<file path="src/rtl/attn_rr_scheduler_pkg.sv">
`default_nettype none
// ============================================================================
// Module      : attn_pkg
// Description : Shared types and Q8.8 constants for the attention scheduler.
// Revision    : 1.0 - initial release
// ============================================================================
package attn_pkg;

  typedef enum logic [1:0] {
    IDLE  = 2'd0,
    ISSUE = 2'd1,
    WAIT  = 2'd2,
    RESP  = 2'd3
  } sched_state_t;

  localparam logic [15:0] Q_ONE           = 16'h0100;
  localparam int          Q_FRAC          = 8;
  localparam int          DEFAULT_TIMEOUT = 15;

endpackage
`default_nettype wire

</file>
<file path="src/rtl/attn_rr_scheduler_if.sv">
`default_nettype none
// ============================================================================
// Module      : attn_rr_scheduler_if
// Description : Requester, core and response bundles of the attention scheduler.
// Revision    : 1.0 - initial release
// ============================================================================
interface attn_rr_scheduler_if #(
  parameter int NREQ = 4,
  parameter int N    = 4,
  parameter int DW   = 16
);
  localparam int IDW = $clog2(NREQ);

  logic        [NREQ-1:0]                 req_valid;
  logic        [NREQ-1:0]                 req_ready;
  logic signed [NREQ-1:0][N-1:0][DW-1:0]  req_q;
  logic signed [NREQ-1:0][N-1:0][DW-1:0]  req_k;
  logic signed [NREQ-1:0][N-1:0][DW-1:0]  req_v;

  logic                                   core_start;
  logic signed [N-1:0][DW-1:0]            core_q;
  logic signed [N-1:0][DW-1:0]            core_k;
  logic signed [N-1:0][DW-1:0]            core_v;
  logic                                   core_done;
  logic signed [DW-1:0]                   core_y;

  logic                                   rsp_valid;
  logic                                   rsp_ready;
  logic        [IDW-1:0]                  rsp_id;
  logic signed [DW-1:0]                   rsp_y;
  logic                                   rsp_timeout;
  logic                                   busy;
  logic                                   stray_done;

  // Scheduler side
  modport slave (
    input  req_valid, req_q, req_k, req_v, core_done, core_y, rsp_ready,
    output req_ready, core_start, core_q, core_k, core_v,
           rsp_valid, rsp_id, rsp_y, rsp_timeout, busy, stray_done
  );

  // Producers, core and consumer side
  modport master (
    output req_valid, req_q, req_k, req_v, core_done, core_y, rsp_ready,
    input  req_ready, core_start, core_q, core_k, core_v,
           rsp_valid, rsp_id, rsp_y, rsp_timeout, busy, stray_done
  );

endinterface
`default_nettype wire

</file>
<file path="src/rtl/attn_rr_scheduler_rr_arbiter.sv">
`default_nettype none
// ============================================================================
// Module      : rr_arbiter
// Description : Combinational round-robin pick, searching upward from ptr.
// Revision    : 1.0 - initial release
// ============================================================================
module rr_arbiter #(
  parameter int NREQ = 4
) (
  input  logic [NREQ-1:0]         req,
  input  logic [$clog2(NREQ)-1:0] ptr,
  output logic [NREQ-1:0]         grant,
  output logic [$clog2(NREQ)-1:0] grant_idx,
  output logic                    any_req
);

  int                      w_pos;
  logic [$clog2(NREQ)-1:0] w_idx;

  // Walk offsets from far to near so the closest requester after ptr wins.
  always_comb begin
    grant     = '0;
    grant_idx = '0;
    any_req   = |req;
    w_pos     = 0;
    w_idx     = '0;
    for (int k = NREQ - 1; k >= 0; k--) begin
      w_pos = int'(ptr) + k;
      if (w_pos >= NREQ) w_pos = w_pos - NREQ;
      w_idx = w_pos[$clog2(NREQ)-1:0];
      if (req[w_idx]) begin
        grant        = '0;
        grant[w_idx] = 1'b1;
        grant_idx    = w_idx;
      end
    end
  end

endmodule
`default_nettype wire

</file>
<file path="src/rtl/attn_rr_scheduler.sv">
`default_nettype none
// ============================================================================
// Module      : attn_rr_scheduler
// Description : Round-robin sharing of one attention core among NREQ requesters.
// Revision    : 1.0 - initial release
// ============================================================================
module attn_rr_scheduler
  import attn_pkg::*;
#(
  parameter int NREQ    = 4,
  parameter int N       = 4,
  parameter int DW      = 16,
  parameter int TIMEOUT = DEFAULT_TIMEOUT
) (
  input logic                 clk,
  input logic                 rst,
  attn_rr_scheduler_if.slave  bus
);

  localparam int IDW = $clog2(NREQ);

  sched_state_t                r_state;
  logic [IDW-1:0]              r_ptr;
  logic [IDW-1:0]              r_gnt_id;
  logic [7:0]                  r_cnt;
  logic                        r_gap;
  logic                        r_core_start;
  logic signed [N-1:0][DW-1:0] r_core_q;
  logic signed [N-1:0][DW-1:0] r_core_k;
  logic signed [N-1:0][DW-1:0] r_core_v;
  logic                        r_rsp_valid;
  logic [IDW-1:0]              r_rsp_id;
  logic signed [DW-1:0]        r_rsp_y;
  logic                        r_rsp_timeout;
  logic                        r_stray;

  logic [NREQ-1:0]             w_grant;
  logic [IDW-1:0]              w_gnt_idx;
  logic                        w_any_req;
  logic                        w_accept;
  logic [7:0]                  w_cnt_next;

  rr_arbiter #(.NREQ(NREQ)) u_arb (
    .req       (bus.req_valid),
    .ptr       (r_ptr),
    .grant     (w_grant),
    .grant_idx (w_gnt_idx),
    .any_req   (w_any_req)
  );

  // One dead IDLE cycle after every response sets the accept cadence to L+4.
  assign w_accept   = (r_state == IDLE) && !r_gap && w_any_req && !rst;
  assign w_cnt_next = r_cnt + 8'd1;

  assign bus.req_ready   = w_accept ? w_grant : '0;
  assign bus.busy        = (r_state != IDLE);
  assign bus.core_start  = r_core_start;
  assign bus.core_q      = r_core_q;
  assign bus.core_k      = r_core_k;
  assign bus.core_v      = r_core_v;
  assign bus.rsp_valid   = r_rsp_valid;
  assign bus.rsp_id      = r_rsp_id;
  assign bus.rsp_y       = r_rsp_y;
  assign bus.rsp_timeout = r_rsp_timeout;
  assign bus.stray_done  = r_stray;

  always_ff @(posedge clk or posedge rst) begin
    if (rst) begin
      r_state       <= IDLE;
      r_ptr         <= '0;
      r_gnt_id      <= '0;
      r_cnt         <= '0;
      r_gap         <= 1'b0;
      r_core_start  <= 1'b0;
      r_core_q      <= '0;
      r_core_k      <= '0;
      r_core_v      <= '0;
      r_rsp_valid   <= 1'b0;
      r_rsp_id      <= '0;
      r_rsp_y       <= '0;
      r_rsp_timeout <= 1'b0;
      r_stray       <= 1'b0;
    end else begin
      r_core_start <= 1'b0;
      if (bus.core_done && (r_state != WAIT)) r_stray <= 1'b1;

      case (r_state)
        IDLE: begin
          r_gap <= 1'b0;
          if (w_accept) begin
            r_core_q     <= bus.req_q[w_gnt_idx];
            r_core_k     <= bus.req_k[w_gnt_idx];
            r_core_v     <= bus.req_v[w_gnt_idx];
            r_gnt_id     <= w_gnt_idx;
            r_core_start <= 1'b1;
            r_state      <= ISSUE;
          end
        end
        ISSUE: begin
          r_cnt   <= '0;
          r_state <= WAIT;
        end
        WAIT: begin
          r_cnt <= w_cnt_next;
          // A done arriving on the expiry cycle still delivers real data.
          if (bus.core_done) begin
            r_rsp_y       <= bus.core_y;
            r_rsp_timeout <= 1'b0;
            r_rsp_id      <= r_gnt_id;
            r_rsp_valid   <= 1'b1;
            r_state       <= RESP;
          end else if (w_cnt_next == 8'(TIMEOUT)) begin
            r_rsp_y       <= '0;
            r_rsp_timeout <= 1'b1;
            r_rsp_id      <= r_gnt_id;
            r_rsp_valid   <= 1'b1;
            r_state       <= RESP;
          end
        end
        RESP: begin
          if (bus.rsp_ready) begin
            r_rsp_valid <= 1'b0;
            r_ptr       <= (r_gnt_id == IDW'(NREQ - 1)) ? '0 : r_gnt_id + IDW'(1);
            r_gap       <= 1'b1;
            r_state     <= IDLE;
          end
        end
        default: r_state <= IDLE;
      endcase
    end
  end

endmodule
`default_nettype wire

</file>
<file path="src/flat_wrapper.sv">
// flat-port wrapper written by rule: the top's interface ports become plain ports
module attn_rr_scheduler_flat import attn_pkg::*;
#(
  parameter int NREQ    = 4,
  parameter int N       = 4,
  parameter int DW      = 16,
  parameter int TIMEOUT = DEFAULT_TIMEOUT
)
  (clk, rst, bus_req_valid, bus_req_q, bus_req_k, bus_req_v, bus_core_done, bus_core_y, bus_rsp_ready, bus_req_ready, bus_core_start, bus_core_q, bus_core_k, bus_core_v, bus_rsp_valid, bus_rsp_id, bus_rsp_y, bus_rsp_timeout, bus_busy, bus_stray_done);
  attn_rr_scheduler_if #(.NREQ(NREQ), .N(N), .DW(DW)) bus_i ();
  input logic clk;
  input logic rst;
  input wire logic [$bits(bus_i.req_valid)-1:0] bus_req_valid;
  input wire logic [$bits(bus_i.req_q)-1:0] bus_req_q;
  input wire logic [$bits(bus_i.req_k)-1:0] bus_req_k;
  input wire logic [$bits(bus_i.req_v)-1:0] bus_req_v;
  input wire logic [$bits(bus_i.core_done)-1:0] bus_core_done;
  input wire logic [$bits(bus_i.core_y)-1:0] bus_core_y;
  input wire logic [$bits(bus_i.rsp_ready)-1:0] bus_rsp_ready;
  output wire logic [$bits(bus_i.req_ready)-1:0] bus_req_ready;
  output wire logic [$bits(bus_i.core_start)-1:0] bus_core_start;
  output wire logic [$bits(bus_i.core_q)-1:0] bus_core_q;
  output wire logic [$bits(bus_i.core_k)-1:0] bus_core_k;
  output wire logic [$bits(bus_i.core_v)-1:0] bus_core_v;
  output wire logic [$bits(bus_i.rsp_valid)-1:0] bus_rsp_valid;
  output wire logic [$bits(bus_i.rsp_id)-1:0] bus_rsp_id;
  output wire logic [$bits(bus_i.rsp_y)-1:0] bus_rsp_y;
  output wire logic [$bits(bus_i.rsp_timeout)-1:0] bus_rsp_timeout;
  output wire logic [$bits(bus_i.busy)-1:0] bus_busy;
  output wire logic [$bits(bus_i.stray_done)-1:0] bus_stray_done;
  assign bus_i.req_valid = bus_req_valid;
  assign bus_i.req_q = bus_req_q;
  assign bus_i.req_k = bus_req_k;
  assign bus_i.req_v = bus_req_v;
  assign bus_i.core_done = bus_core_done;
  assign bus_i.core_y = bus_core_y;
  assign bus_i.rsp_ready = bus_rsp_ready;
  assign bus_req_ready = bus_i.req_ready;
  assign bus_core_start = bus_i.core_start;
  assign bus_core_q = bus_i.core_q;
  assign bus_core_k = bus_i.core_k;
  assign bus_core_v = bus_i.core_v;
  assign bus_rsp_valid = bus_i.rsp_valid;
  assign bus_rsp_id = bus_i.rsp_id;
  assign bus_rsp_y = bus_i.rsp_y;
  assign bus_rsp_timeout = bus_i.rsp_timeout;
  assign bus_busy = bus_i.busy;
  assign bus_stray_done = bus_i.stray_done;
  attn_rr_scheduler #(.NREQ(NREQ), .N(N), .DW(DW), .TIMEOUT(TIMEOUT)) u_core (.clk(clk), .rst(rst), .bus(bus_i));
endmodule
</file>
<file path="config.mk">
export PLATFORM = sky130hd
export DESIGN_NAME = attn_rr_scheduler_flat
export DESIGN_NICKNAME = d
export VERILOG_FILES = /design/src/rtl/attn_rr_scheduler_pkg.sv /design/src/rtl/attn_rr_scheduler_if.sv /design/src/rtl/attn_rr_scheduler_rr_arbiter.sv /design/src/rtl/attn_rr_scheduler.sv /design/src/flat_wrapper.sv
export SDC_FILE = /design/constraint.sdc
export NUM_CORES = 1
export LEC_CHECK = 0
export ABC_CLOCK_PERIOD_IN_PS = 20100
export CAP_MARGIN = 20
export CORE_AREA = 4 4 393 395
export DETAILED_ROUTE_END_ITERATION = 6
export DIE_AREA = 0 0 397 399
export HOLD_SLACK_MARGIN = 0.08
export PLACE_DENSITY = 0.35
export SYNTH_ARGS = -nofsm -noshare
export SYNTH_HDL_FRONTEND = slang
export SYNTH_SLANG_ARGS = --single-unit
</file>
<file path="constraint.sdc">
create_clock -name clk -period 20.1 [get_ports clk]
set_input_delay 2.01 -clock clk [delete_from_list [all_inputs] [get_ports clk]]
set_output_delay 2.01 -clock clk [all_outputs]
set_load 0.005 [all_outputs]
</file>
==> impl_metrics.tcl, run 1 <==
set metrics [dict create \
    status "completed" \
    grt_pass1_wl_um 168000 \
    period_minus_slack_ns 6.62 \
    r2r-end "u_core.bus.core_q[57]" \
    grt_pass1_vias 20300 \
    cp.arrival_ns 4.61 \
    synthMuxAreaShare_pct 24.4 \
    area_growth_pct 76.6 \
    drive_above_1_share_pct 10.4 \
    worstHoldEndpoint "u_core.bus.stray_done" \
    synth_xor_xnor_area_share_pct 0.201 \
    synth_ff_type "dfrtp_1" \
    hold_path_depth 1 \
    cts_made_buffers 38 \
    ff2ff_path_depth 11 \
    grt_antenna_before_repair 40 \
    fin_util_pct 20.3 \
    crit_required_ns 18.09 \
    startpoint_type "input pin" \
    num_rows 143 \
    synth_top_family_by_area "multiplexers" \
    synthSimpleGateAreaFrac_pct 17.1 \
    core-area_mm2 0.151 \
    wl_per_cell_um 25.3 \
    vias 19400 \
    cts_tree "yes" \
    slowest_stage "mux4_2" \
    max_stage_delay_ns 0.59 \
    clk_pin_slew_worst_paths_ns 0.05 \
    max_freq_mhz 151 \
    syn_area_per_cell_um2 8.85 \
    cellPowerDensity_mw_per_mm2 139 \
    crit_chain "clkdlybuf4s50_1 -> mux4_2 -> nor2b_2 -> a221oi_1 -> a211o_1 -> a21oi_1 -> clkdlybuf4s50_1" \
    die_y_um 399 \
    ys_ff_latch 229 \
    yosysUniqueCellTypes 53 \
    setup_violations 0 \
    relSlewSlack_pct 5.67 \
    multi_input_area_mm2 0.0107 \
    routed_wl_um 125000 \
    rsz0062_at_grt "no" \
    die_w_um 397 \
    syn-instance-count 1964 \
    cts_resized 0 \
    dieArea_mm2 0.158 \
    hold_viol 0 \
    synth_compound_area_share_pct 18.7 \
    grt-ovfl-total 0 \
    detailed_place_hpwl_um 93900 \
    grt_max_degree 133 \
    clk-insertion-delay-late_ns 0.58 \
    worst_pin_slew_ns 1.41 \
    synth_nets 2770 \
    gr-usage-all-layers_pct 14.9 \
    worstHoldStart "u_core.bus.stray_done" \
    ys_seq_area_share_pct 33.0 \
    synth-adder-area-share_pct 1.01 \
    dr.pass1.iters 5 \
    drtAntennaViolNets 0 \
    cap_violations 0 \
    io_pins 1011 \
    hold_class "register to register" \
    setup-tns-final_ns 0 \
    io_buffers 1010 \
    path_delay_family "buffers and inverters" \
    first_iter_violations 865 \
    initial_core_util_pct 11.5 \
    drv_slew 0 \
    ctsHoldBuffers 0 \
    skew_ns 0.0215 \
    route.detailed.drc 0 \
    root_buffer "clkbuf_16" \
    nets 3664 \
    synthTopCellsByCount "nand2_1, dfrtp_1, mux2_2, mux2i_1, o22ai_1" \
    period_share_pct 32.9 \
    synth.most_common_cell "nand2_1" \
    via_per_inst 3.94 \
    p_leak_uw 0.0126 \
    cp.depth 7 \
    synth_edf_count 0 \
    nFillCells 16700 \
    regArea_mm2 0.00573 \
    yosysTopAreaCell "dfrtp_1" \
    clock_path_buffers 3 \
    cts_sinks 229 \
    cpMostUsedCell "clkdlybuf4s50_1" \
    vdd_drop_max_mv 0.0987 \
    cts_max_level 2 \
    timing.critical_path.to_type "output port" \
    netlist.area_leader.share_pct 33.0 \
    worstPathMaxFanout 9 \
    crit_buf_inv 2 \
    gp_congestion 0.799 \
    path_class "input pin to output port" \
    r2r_start "u_core.r_ptr[0]" \
    post_cts_buffers 0 \
    reg2reg_slack_ns 14.49 \
    yosysWarnings 0 \
    mappedNetlistArea_mm2 0.0174 \
    ys_top_cells_by_area "dfrtp_1, mux2_2, mux2i_1" \
    async_flop_share_pct 100 \
    cp-startpoint "bus_req_valid[2]" \
]
layout by cell type, fill, tap and decap left out, types with 3 or more instances in the layout:
cell                n
nand2b_1            3
a211o_1             4
a21oi_1             8
mux4_2              4
diode_2            19
a221o_1            47
buf_4              20
o31ai_1             5
buf_12              4
a211oi_2           13
and3_1            145
o22ai_1           147
inv_1              19
nand2_1           500
nand3_1             4
mux2i_1           193
o21ai_0            51
nor2_1              4
a31oi_1             3
clkbuf_8            5
dfrtp_1           229
clkbuf_1           17
a221oi_1            5
mux2_2            197
clkdlybuf4s50_1  1010
a22o_1             17
a211oi_1          133
clkbuf_16          41
ha_1               14
registers in the layout, indices dropped and copies added (netlist names):
register                cells
u_core.bus.core_k          64
u_core.bus.core_q          64
u_core.bus.core_start       1
u_core.bus.core_v          64
u_core.bus.rsp_id           2
u_core.bus.rsp_timeout      1
u_core.bus.rsp_valid        1
u_core.bus.rsp_y           16
u_core.bus.stray_done       1
u_core.r_cnt                8
u_core.r_gap                1
u_core.r_gnt_id             2
u_core.r_ptr                2
u_core.r_state              2
how the worst max path moves through the flow:
stage | to
after global routing | bus_req_ready[1]
after detailed placement | u_core.bus.core_v[5]
after global placement | u_core.bus.core_q[53]
after floorplan | u_core.bus.core_k[0]
final | bus_req_ready[1]
after CTS | bus_req_ready[1]
layout make-up:
cell class                      count  share of cell area (%)
Timing Repair Buffer             1034                    33.7
Clock inverter                      2                   0.196
Tap cell                         2030                    8.27
Multi-Input combinational cell   1534                    35.0
Inverter                           21                   0.298
Antenna cell                       19                   0.155
Clock buffer                       63                    3.77
Sequential cell                   229                    18.7
cells by family after synthesis:
family | after synthesis
buf+inv | 201
compound gates | 446
xor+xnor | 4
mux | 394
simple gates | 676
flops | 229
fa+ha+maj | 14
power breakdown:
part	switching [uW]	internal [uW]	leakage, uW	total [uW]
clock network	273	415	0.000590	688
logic	1430	1300	0.00938	2730
registers	168	683	0.00265	851
total	1870	2400	0.0126	4270
stage by stage:
stage	power [uW]	setup slack (ns)	std cells	hold slack (ns)	cell area, um2
global placement	3660	13.34	4848	0.444	29400
detailed placement	3660	13.30	4848	0.456	29400
global route	4580	13.35	4924	0.498	30700
floorplan	2400	11.81	1964	0.451	17400
CTS	4400	13.49	4913	0.467	30700
finish	4270	13.48	4932	0.457	30700
per-layer routing:
layer / GRT usage [%] / routed length, um / vias to the layer above
li1: - / - / 9081
met1: 16.9 / 48400 / 9530
met2: 26.4 / 63500 / 698
met3: 4.98 / 9950 / 114
met4: 4.18 / 2740 / 20
met5: 0 / 138 / -
No activity file was read; power rests on OpenSTA's default activity.
==> run 2, diff against run 1 <==
ABC_CLOCK_PERIOD_IN_PS = 6900   (was 20100)
CORE_AREA = 4 4 387 389   (was 4 4 393 395)
DIE_AREA = 0 0 391 393   (was 0 0 397 399)
PLACE_DENSITY = 0.36   (was 0.35)
clock period = 6.9 ns   (was 20.1 ns; I/O delays follow)
==> impl_metrics.tcl, run 2 (same netlist as run 1, synthesis figures left out) <==
set metrics [dict create \
    max_stage_delay_ns 0.94 \
    io_buffers 1010 \
    slowest_stage "a22oi_4" \
    routed_wl_um 121000 \
    grt_pass1_wl_um 164000 \
    skew_ns 0.0180 \
    initial_core_util_pct 11.8 \
    nets 3694 \
    pwr-share-clk_pct 15.7 \
    vias 19600 \
    hold_viol 0 \
    vdd_drop_max_mv 0.301 \
    cts_sinks 229 \
    cp.arrival_ns 5.20 \
    die_w_um 391 \
    startpoint_type "register" \
    p_seq_share_pct 19.7 \
    post_cts_buffers 0 \
    die_y_um 393 \
    wl_per_cell_um 25.0 \
    setup-tns-final_ns 0 \
    regArea_mm2 0.00573 \
    power_uw 12500 \
    root_buffer "clkbuf_16" \
    power_switching_uw 5400 \
    crit_chain "inv_1 -> ha_1 -> mux4_2 -> nand2b_1 -> nand2b_4 -> a22oi_4 -> buf_4 -> mux2_2 -> a221o_1" \
    cts_max_level 2 \
    route.detailed.drc 0 \
    fin_util_pct 21.1 \
    clock_path_buffers 3 \
    dr.pass1.iters 6 \
    p_leak_uw 0.0128 \
    dieArea_mm2 0.154 \
    max_freq_mhz 211 \
    cts_resized 0 \
    area_growth_pct 78.0 \
    timing.critical_path.to_type "register" \
    clk-insertion-delay-late_ns 0.58 \
    crit_required_ns 7.36 \
    status "completed" \
    setup_violations 0 \
    clk_pin_slew_worst_paths_ns 0.06 \
    multi_input_area_mm2 0.0107 \
    drv_slew 0 \
    io_pins 1011 \
    layout_common_cells "clkdlybuf4s50_1, nand2_1, dfrtp_1" \
    detailed_place_hpwl_um 91100 \
    grt-ovfl-total 0 \
    relSlewSlack_pct 29.4 \
    cts_made_buffers 37 \
    cts_tree "yes" \
    gp_congestion 0.838 \
    worstPathMaxFanout 37 \
    grt_pass1_vias 20400 \
    drive_above_1_share_pct 11.6 \
    grt_antenna_before_repair 23 \
    cellPowerDensity_mw_per_mm2 405 \
    drtAntennaViolNets 0 \
    p_int_uw 7130 \
    path_class "register to register" \
    rsz0062_at_grt "no" \
    core-area_mm2 0.147 \
    num_rows 141 \
    cap_violations 0 \
    ctsHoldBuffers 0 \
    via_per_inst 4.04 \
    period_share_pct 68.7 \
    hold_class "register to register" \
    first_iter_violations 837 \
    worst_pin_slew_ns 1.06 \
    sw_frac_of_total_pct 43.1 \
    layout_commonest_cell "clkdlybuf4s50_1" \
    grt_max_degree 106 \
    period_minus_slack_ns 4.74 \
    gr-usage-all-layers_pct 14.8 \
    nFillCells 16200 \
    whs_ns 0.459 \
    p_comb_share_pct 64.7 \
]
-- run 2: cell types whose count changed in the layout (fill, tap and decap cells not counted), sizes merged --
| cell | before | now |
|---|---|---|
| clkbuf | 63 | 53 |
| clkinvlp | 0 | 3 |
| clkinv | 0 | 5 |
| buf | 24 | 55 |
| diode | 19 | 9 |
-- run 2: final timing paths --
| check | from | to | slack, ns | cells past startpoint |
|---|---|---|---|---|
| worst max-delay path | u_core.r_ptr[0] | u_core.bus.core_k[35] | 2.16 | 9 |
| min in group asynchronous | rst | u_core.r_gap | 0.53 | 2 |
| max in group asynchronous | rst | u_core.bus.core_q[57] | 4.96 | 4 |
| worst max register to register | u_core.r_ptr[0] | u_core.bus.core_k[35] | 2.16 | 9 |
| worst min register to register | u_core.bus.stray_done | u_core.bus.stray_done | 0.46 | 1 |
| worst min-delay path | u_core.bus.stray_done | u_core.bus.stray_done | 0.46 | 1 |
-- run 2: routing by layer --
metal / vias to the layer above / global-route usage [%] / share of wire [%]
li1: 9107 / - / -
met3: 107 / 3.86 / 6.7
met5: - / 0 / 0.073
met2: 666 / 26.4 / 51
met1: 9709 / 17.5 / 41
met4: 14 / 3.53 / 1.8
-- run 2: metrics by stage --
stage               worst slack, ns  instances  instance area [um2]
floorplan                      3.22       1964                17400
global placement               2.13       4778                29700
detailed placement             2.08       4779                29700
CTS                            2.05       4842                30900
global route                   1.78       4849                30900
finish                         2.16       4851                30900
-- run 2: critical path, delay by kind of cell (launching register included) --
family,cells,cell delay (ns)
AO/OA/AOI/OAI,2,1.23
flip-flops,1,0.83
adder cells (fa/ha/maj),1,0.44
AND/OR/NAND/NOR,2,0.61
multiplexers,2,0.77
buffers and inverters,2,0.69
-- run 2: power groups by stage --
stage / clock (uW) / combinational [uW] / sequential, uW
2_1_floorplan: 0 / 4610 / 2380
3_3_place_gp: 0 / 8260 / 2480
3_5_place_dp: 0 / 8280 / 2470
4_1_cts: 2080 / 8300 / 2470
5_1_grt: 2100 / 8740 / 2540
6_report: 1960 / 8100 / 2460
-- run 2: layout make-up --
cell class                 instances  area share (%)
timing repair buffer            1065            34.8
multi-input combinational       1534            34.7
sequential                       229            18.5
tap                             1930            7.80
clock buffer                      53            3.44
clock inverter                    10           0.425
inverter                          21           0.283
antenna                            9          0.0728
